[src/rtl/shift_pkg.sv]
// Shared types for the parametrised shift register: shift modes and FSM states.
// Combinational declarations only; there is no latency and no backpressure here.
package shift_pkg;

  typedef enum logic [1:0] {
    LSR = 2'd0,
    LSL = 2'd1,
    ROR = 2'd2,
    ASR = 2'd3
  } shift_mode_e;

  typedef enum logic [0:0] {
    IDLE = 1'b0,
    BUSY = 1'b1
  } shift_state_e;

endpackage

[src/rtl/shift_reg_param_if.sv]
// Control and data bundle between a shift register and its user.
// Pure wiring: no latency, and flow control is the busy/done pair on the slave side.
interface shift_reg_param_if #(
  parameter int WIDTH = 4,
  parameter int AW    = $clog2(WIDTH + 1)
);
  logic             load;
  logic [WIDTH-1:0] data;
  logic             ena;
  logic [1:0]       mode;
  logic             sin;
  logic             start;
  logic [AW-1:0]    amount;
  logic [WIDTH-1:0] q;
  logic             sout;
  logic             busy;
  logic             done;

  modport master (
    output load, data, ena, mode, sin, start, amount,
    input  q, sout, busy, done
  );

  modport slave (
    input  load, data, ena, mode, sin, start, amount,
    output q, sout, busy, done
  );
endinterface

[src/rtl/shift_unit.sv]
// One-position combinational shifter for LSR/LSL/ROR/ASR with serial in/out.
// Zero latency, no backpressure.
module shift_unit
  import shift_pkg::*;
#(
  parameter int WIDTH = 4
) (
  input  logic [WIDTH-1:0] q,
  input  shift_mode_e      mode,
  input  logic             sin,
  output logic [WIDTH-1:0] q_next,
  output logic             out_bit
);

  always_comb begin
    q_next  = q;
    out_bit = q[0];
    case (mode)
      LSR: q_next = {sin, q[WIDTH-1:1]};
      LSL: begin
        q_next  = {q[WIDTH-2:0], sin};
        out_bit = q[WIDTH-1];
      end
      ROR: q_next = {q[0], q[WIDTH-1:1]};
      ASR: q_next = {q[WIDTH-1], q[WIDTH-1:1]};
      default: q_next = q;
    endcase
  end

endmodule

[src/rtl/shift_reg_param.sv]
// Shift register with load, single-step shift and counted shift-by-N; all outputs registered.
// Counted shift: busy one edge after start, done N edges later; ena low stalls one cycle each.
module shift_reg_param
  import shift_pkg::*;
#(
  parameter int WIDTH = 4,
  parameter int AW    = $clog2(WIDTH + 1)
) (
  input logic              clk,
  input logic              reset,
  shift_reg_param_if.slave bus
);

  shift_state_e     state;
  logic [AW-1:0]    cnt;
  shift_mode_e      mode_lat;
  logic [WIDTH-1:0] q_r;
  logic             sout_r;
  logic             done_r;

  shift_mode_e      cur_mode;
  logic [WIDTH-1:0] q_next;
  logic             out_bit;

  // Once busy, the mode captured at start governs every step.
  assign cur_mode = (state == BUSY) ? mode_lat : shift_mode_e'(bus.mode);

  shift_unit #(.WIDTH(WIDTH)) u_shift (
    .q       (q_r),
    .mode    (cur_mode),
    .sin     (bus.sin),
    .q_next  (q_next),
    .out_bit (out_bit)
  );

  always_ff @(posedge clk) begin
    if (reset) begin
      state    <= IDLE;
      cnt      <= '0;
      mode_lat <= LSR;
      q_r      <= '0;
      sout_r   <= 1'b0;
      done_r   <= 1'b0;
    end else begin
      done_r <= 1'b0;
      if (bus.load) begin
        q_r    <= bus.data;
        sout_r <= 1'b0;
        state  <= IDLE;
        cnt    <= '0;
      end else if (state == IDLE) begin
        if (bus.start) begin
          if (bus.amount == '0) begin
            done_r <= 1'b1;
          end else begin
            cnt      <= bus.amount;
            mode_lat <= shift_mode_e'(bus.mode);
            state    <= BUSY;
          end
        end else if (bus.ena) begin
          q_r    <= q_next;
          sout_r <= out_bit;
        end
      end else if (bus.ena) begin
        q_r    <= q_next;
        sout_r <= out_bit;
        cnt    <= cnt - AW'(1);
        if (cnt == AW'(1)) begin
          state  <= IDLE;
          done_r <= 1'b1;
        end
      end
    end
  end

  assign bus.q    = q_r;
  assign bus.sout = sout_r;
  assign bus.busy = (state == BUSY);
  assign bus.done = done_r;

endmodule

[src/flat_wrapper.sv]
// flat-port wrapper written by rule: the top's interface ports become plain ports
module shift_reg_param_flat import shift_pkg::*;
#(
  parameter int WIDTH = 4,
  parameter int AW    = $clog2(WIDTH + 1)
)
  (clk, reset, bus_load, bus_data, bus_ena, bus_mode, bus_sin, bus_start, bus_amount, bus_q, bus_sout, bus_busy, bus_done);
  shift_reg_param_if #(.WIDTH(WIDTH), .AW(AW)) bus_i ();
  input logic clk;
  input logic reset;
  input wire logic [$bits(bus_i.load)-1:0] bus_load;
  input wire logic [$bits(bus_i.data)-1:0] bus_data;
  input wire logic [$bits(bus_i.ena)-1:0] bus_ena;
  input wire logic [$bits(bus_i.mode)-1:0] bus_mode;
  input wire logic [$bits(bus_i.sin)-1:0] bus_sin;
  input wire logic [$bits(bus_i.start)-1:0] bus_start;
  input wire logic [$bits(bus_i.amount)-1:0] bus_amount;
  output wire logic [$bits(bus_i.q)-1:0] bus_q;
  output wire logic [$bits(bus_i.sout)-1:0] bus_sout;
  output wire logic [$bits(bus_i.busy)-1:0] bus_busy;
  output wire logic [$bits(bus_i.done)-1:0] bus_done;
  assign bus_i.load = bus_load;
  assign bus_i.data = bus_data;
  assign bus_i.ena = bus_ena;
  assign bus_i.mode = bus_mode;
  assign bus_i.sin = bus_sin;
  assign bus_i.start = bus_start;
  assign bus_i.amount = bus_amount;
  assign bus_q = bus_i.q;
  assign bus_sout = bus_i.sout;
  assign bus_busy = bus_i.busy;
  assign bus_done = bus_i.done;
  shift_reg_param #(.WIDTH(WIDTH), .AW(AW)) u_core (.clk(clk), .reset(reset), .bus(bus_i));
endmodule
[config.mk]
export PLATFORM = sky130hd
export DESIGN_NAME = shift_reg_param_flat
export DESIGN_NICKNAME = d
export VERILOG_FILES = /design/src/rtl/shift_pkg.sv /design/src/rtl/shift_reg_param_if.sv /design/src/rtl/shift_unit.sv /design/src/rtl/shift_reg_param.sv /design/src/flat_wrapper.sv
export SDC_FILE = /design/constraint.sdc
export NUM_CORES = 1
export LEC_CHECK = 0
export ABC_CLOCK_PERIOD_IN_PS = 2500
export BUFFER_PORTS_ARGS = -buffer_cell sky130_fd_sc_hd__buf_2
export CORE_MARGIN = 3
export CORE_UTILIZATION = 30
export DETAILED_ROUTE_END_ITERATION = 10
export PLACE_DENSITY = 0.62
export SLEW_MARGIN = 15
export SYNTH_ARGS = -nofsm -noshare
export SYNTH_HDL_FRONTEND = slang
export SYNTH_HIERARCHICAL = 1
export SYNTH_SLANG_ARGS = --single-unit
[constraint.sdc]
create_clock -name clk -period 2.5 [get_ports clk]
set_clock_uncertainty 0.15 [all_clocks]
set_input_delay 0.5 -clock clk [delete_from_list [all_inputs] [get_ports clk]]
set_output_delay 0.5 -clock clk [all_outputs]
set_load 0.02 [all_outputs]
**Word level (Yosys, flattened, before mapping)**

Index checks and enable logic that the tools add are counted.

- Output and inout bits: 7
- Register bits after elaboration: 12
- Bits of input ports: 15
- Logic and storage cells: 48

- Equality and inequality tests: 8
- Reductions and logical operators: 6
- Bitwise logic cells: 3
- Add/sub/neg operators: 1
- Mux-type cells: 24

Operator list:

| operator | number |
|---|---|
| 2-to-1 mux 4 bit | 4 |
| one-hot mux 4 bit (4 select lines) | 1 |
| 2-to-1 mux 1 bit | 14 |
| 2-to-1 mux 3 bit | 4 |
| == test 2 bit (second input constant) | 2 |
| != test 2 x 1 -> 1 bit (second input constant) | 2 |
| AND reduction 4 bit | 1 |
| == test 3 x 1 -> 1 bit (second input constant) | 1 |
| zero test 3 bit | 1 |
| != test 3 x 2 -> 1 bit (second input constant) | 1 |
| NOT 1 bit | 3 |
| AND reduction 3 bit | 1 |
| subtractor 3 x 1 -> 3 bit (second input constant) | 1 |
| == test 2 x 1 -> 1 bit (second input constant) | 1 |
| zero test 2 bit | 1 |
| 2-to-1 mux 2 bit | 1 |
| != test 2 bit (second input constant) | 1 |
| nonzero test 2 bit | 1 |
| OR reduction 2 bit | 1 |

**Logic depth before layout (Yosys ltp)**

- Depth after elaboration: 7
- Gate-level depth with buffers: 6
- Mapped depth without buffers: 5

**Cells and area by module**

Netlist, hierarchy kept.

Modules (own cells, without submodules):

| module | instances | sequential area each (µm²) | cells each | area each (µm²) |
|---|---|---|---|---|
| shift_reg_param | 1 | 240.2 | 73 | 660.6 |
| shift_unit | 1 | 0.0 | 6 | 81.3 |

**Least setup slack after synthesis**

No wires, ideal clock.

- Path kind: reg2reg
- Start point: register u_core.state (netlist: u_core/bus.busy)
- End point: register u_core.q_r[3] (netlist: u_core/bus.q[3])
- Data required time: 2,221 ps
- Arrival: 1,691 ps
- Setup slack: 531 ps
- Clock period less this slack: 1,969 ps
- Setup time: 129 ps
- Stages on the path, launching flop included: 6
- Path through: dfxtp_1 -> buf_4 -> mux2_2 -> mux4_2 -> mux2i_1 -> a211oi_1

- Word-level cells in the longest chain between the ends: 7

Ends and longest elaborated chain:

| what | line | RTL |
|---|---|---|
| from (decl) | shift_reg_param.sv:14 | `shift_state_e state;` |
| from (signal assigned) | shift_reg_param.sv:38 | `state <= IDLE;` |
| from (signal assigned) | shift_reg_param.sv:49 | `state <= IDLE;` |
| from (signal assigned) | shift_reg_param.sv:58 | `state <= BUSY;` |
| 2-to-1 mux 2 bit * | shift_reg_param.sv:26 | `assign cur_mode = (state == BUSY) ? mode_lat : shift_mode_e'(bus.mode);` |
| net u_core.cur_mode[0] | shift_reg_param.sv:21 | `shift_mode_e cur_mode;` |
| == test 2 bit (tied with other cells) | shift_unit.sv:18 | `case (mode)` |
| one-hot mux 4 bit (4 select lines) * | shift_unit.sv:18 |  |
| net u_core.q_next[3] | shift_reg_param.sv:22 | `logic [WIDTH-1:0] q_next;` |
| 2-to-1 mux 4 bit * | shift_reg_param.sv:60, shift_reg_param.sv:64 |  |
| 2-to-1 mux 4 bit | shift_reg_param.sv:52 | `if (bus.start) begin` |
| 2-to-1 mux 4 bit * | shift_reg_param.sv:51 | `end else if (state == IDLE) begin` |
| 2-to-1 mux 4 bit * | shift_reg_param.sv:46 | `if (bus.load) begin` |
| to (signal assigned) | shift_reg_param.sv:47 | `q_r <= bus.data;` |
| to (signal assigned) | shift_reg_param.sv:61 | `q_r <= q_next;` |
| to (signal assigned) | shift_reg_param.sv:65 | `q_r <= q_next;` |
| to (decl) | shift_reg_param.sv:17 | `logic [WIDTH-1:0] q_r;` |

Mark *: on every way through the listed nets, which the timed path passes. The rest lies on a longest branch. The select of a mux whose other input is x is not followed.
A chain may end at the register's enable or synchronous reset.

**Final worst setup path**

- Start point: register u_core.state (netlist: u_core/bus.busy)
- End point: register u_core.q_r[2] (netlist: u_core/bus.q[2])

The elaborated chain is that of the path after synthesis.

==> flow_summary.toml <==
[outcome]
status = "complete, no violations"

[sta]
fin_tns_setup_ps = 0
drv_slew = 0
hold_violations = 0
finalCritPeriodShare_pct = 78.23
worstMarginPinSlew_ps = 525.0
slew_headroom_pct = 64.67
hold_slack_ps = 325.7
post-route-min-period_ps = 1956
setup-violations-final = 0
fmax_mhz = 511.3
rsz0062_at_grt = "no"

[cts]
cts_tree = "built"
cts_buffer_depth = 2
root_buffer = "clkbuf_4"
cts-resized-gates = 0
clock_sinks = 12
clk-insertion-delay-late_ps = 270
cts_hold_buf = 0
clk_pin_slew_ps = 80
numCtsBuffers = 3
htreeDepth = 1
postCtsSetupRepairBufs = 0

[floorplan]
rows = 17
die_h_um = 55.73
die_w_um = 55.73
initial_core_util_pct = 32.60
die_area_mm2 = 0.003106
core_mm2 = 0.002276
io_pins = 22

[pwr]
leakage_nw = 0.3591
power.density_mw_per_mm2 = 497.6
ir_drop_uv = 191.5

[critical_path]
crit_start = "u_core/bus.busy$_SDFF_PP0_"
rr_worst_depth = 5
critPathMaxFanout = 15
r2r-end = "u_core/bus.q[2]$_SDFFE_PP0P_"
end_kind = "register"
cp-start-kind = "register"
r2r_start = "u_core/bus.busy$_SDFF_PP0_"
critPathKind = "register to register"
ff2ff_setup_slack_ps = 540
arrival_ps = 1960
cp.required_ps = 2500

[finish]
diodes = 0
syn_to_final_growth_pct = 18.55
drive_above_1_share_pct = 33.67
nNetsFinal = 117
stdcell_area_um2 = 879.6

[logic_synthesis]
synth-seq-cells = 12
synth_nets = 96
synth_top_family_by_area = "compound AO/OA/AOI/OAI gates"
synth_top_area_share_pct = 32.38
synth_compound_area_share_pct = 25.46
synth-main-ff-cell = "dfxtp_1"
ys_async_sr_fraction_pct = 0
synth_area_per_cell_um2 = 9.392
synth_area_um2 = 742.0
synth_enable_flop_cells = 0
synth-simple-area-share_pct = 14.50
synth-adder-area-share_pct = 3.373
synthMuxAreaShare_pct = 18.89
yosysUniqueCellTypes = 32
synthTopCellsByArea = "dfxtp_1, a211oi_1, mux2_2, mux2i_1, ha_1"
synth_top_cell_by_area = "dfxtp_1"
ys_seq_area_share_pct = 32.38
ys_warn_count = 6
synth_cells = 79
yosys.area_share.xor_xnor_pct = 0

[detailed_routing]
via_count = 678
firstDrtPassIters = 4
ant_nets = 0
wl_per_cell_um = 13.49
vias_per_cell = 5.381
initialDrtViolationCount = 23
wl_um = 1700
drc = 0

[worst_hold_path]
hold_end = "u_core/mode_lat[0]$_SDFFE_PP0P_"
worstHoldStart = "u_core/mode_lat[0]$_SDFFE_PP0P_"
hold_path_class = "register to register"
min_delay_path_depth = 2

[placed_design]
port_buffers = 21
place_area_um2 = 857.1
dp_hpwl_um = 1344
finalWeightedCongestion = 0.8661

[global_route]
overflow = 0
first_global_vias = 647
grt.total_usage_pct = 11.51
antenna_found_initial = 0
grt_pass1_wl_um = 2849
grt_start_max_net_pins = 16

[flow_run]
drv_cap = 0
worst max path at each step:
stage	to	slack, ps	depth (start not counted)
after floorplan	u_core/bus.q[3]$_SDFFE_PP0P_	530	5
after global placement	u_core/bus.q[3]$_SDFFE_PP0P_	600	4
after detailed placement	u_core/bus.q[2]$_SDFFE_PP0P_	570	5
after CTS	u_core/bus.q[2]$_SDFFE_PP0P_	550	5
after global routing	u_core/bus.q[3]$_SDFFE_PP0P_	430	4
final	u_core/bus.q[2]$_SDFFE_PP0P_	540	5
metrics by stage:
| step | worst slack (ps) | instances | utilization (%) | total power [mW] |
|---|---|---|---|---|
| 6_report | 544.3 | 126 | 38.65 | 0.4377 |
| 5_1_grt | 431.3 | 126 | 38.65 | 0.4697 |
| 4_1_cts | 549.8 | 126 | 38.65 | 0.4466 |
| 3_5_place_dp | 569.2 | 123 | 37.66 | 0.3199 |
| 3_3_place_gp | 596.7 | 123 | 37.66 | 0.3192 |
| 2_1_floorplan | 530.7 | 79 | - | 0.2883 |
worst max-delay path: stages, from the launching register on:
cell,delay [ps]
dfxtp_1,600
mux2_2,440
nand2b_4,100
mux2_2,340
mux2i_1,130
a211oi_1,90
routing by layer:
| metal | part of all wire [%] | global-route usage [%] |
|---|---|---|
| met3 | 3.6 | 2.552 |
| met4 | 0 | 5.903 |
| met2 | 46 | 17.91 |
| met1 | 50 | 14.79 |
| met5 | 0 | 0 |
registers in the layout (all words and copies together) (netlist names):
register / count
u_core/bus.busy: 1
u_core/bus.done: 1
u_core/bus.q: 4
u_core/bus.sout: 1
u_core/cnt: 3
u_core/mode_lat: 2
cells in the mapped netlist, types with 3 or more instances:
| library cell | count |
|---|---|
| dfxtp_1 | 12 |
| a21oi_1 | 4 |
| inv_1 | 4 |
| nor2_1 | 3 |
| mux2_2 | 6 |
| o31ai_1 | 3 |
| mux2i_1 | 5 |
| nor2b_1 | 3 |
| nand3_1 | 3 |
| a211oi_1 | 9 |
power by group:
group / total [mW] / switching, mW / internal [mW]
combinational: 0.103 / 0.0549 / 0.0483
clock: 0.122 / 0.0659 / 0.0557
sequential: 0.213 / 0.0111 / 0.202
total: 0.438 / 0.132 / 0.306
layout make-up:
| class | count | area [um^2] |
|---|---|---|
| Clock buffer | 3 | 22.52 |
| Multi-Input combinational cell | 58 | 461.7 |
| Sequential cell | 12 | 240.2 |
| Fill cell | 226 | 1396 |
| Inverter | 4 | 15.01 |
| Tap cell | 28 | 35.03 |
| Timing Repair Buffer | 21 | 105.1 |
placed cells by master, fill, tap and decap left out, drive strengths merged, types with 3 or more instances in the layout:
cell type  instances
buf               21
dfxtp             12
a211oi             9
mux2               6
mux2i              5
inv                4
a21oi              4
clkbuf             3
nor2               3
nand3              3
o31ai              3
nor2b              3
cells by family (layout without fill, tap and decap cells):
family	after synthesis	after routing
compound gates	26	26
fa+ha+maj	2	2
buf+inv	9	28
flops	12	12
mux	12	12
simple gates	18	18
(Power assumes the default switching activity.)
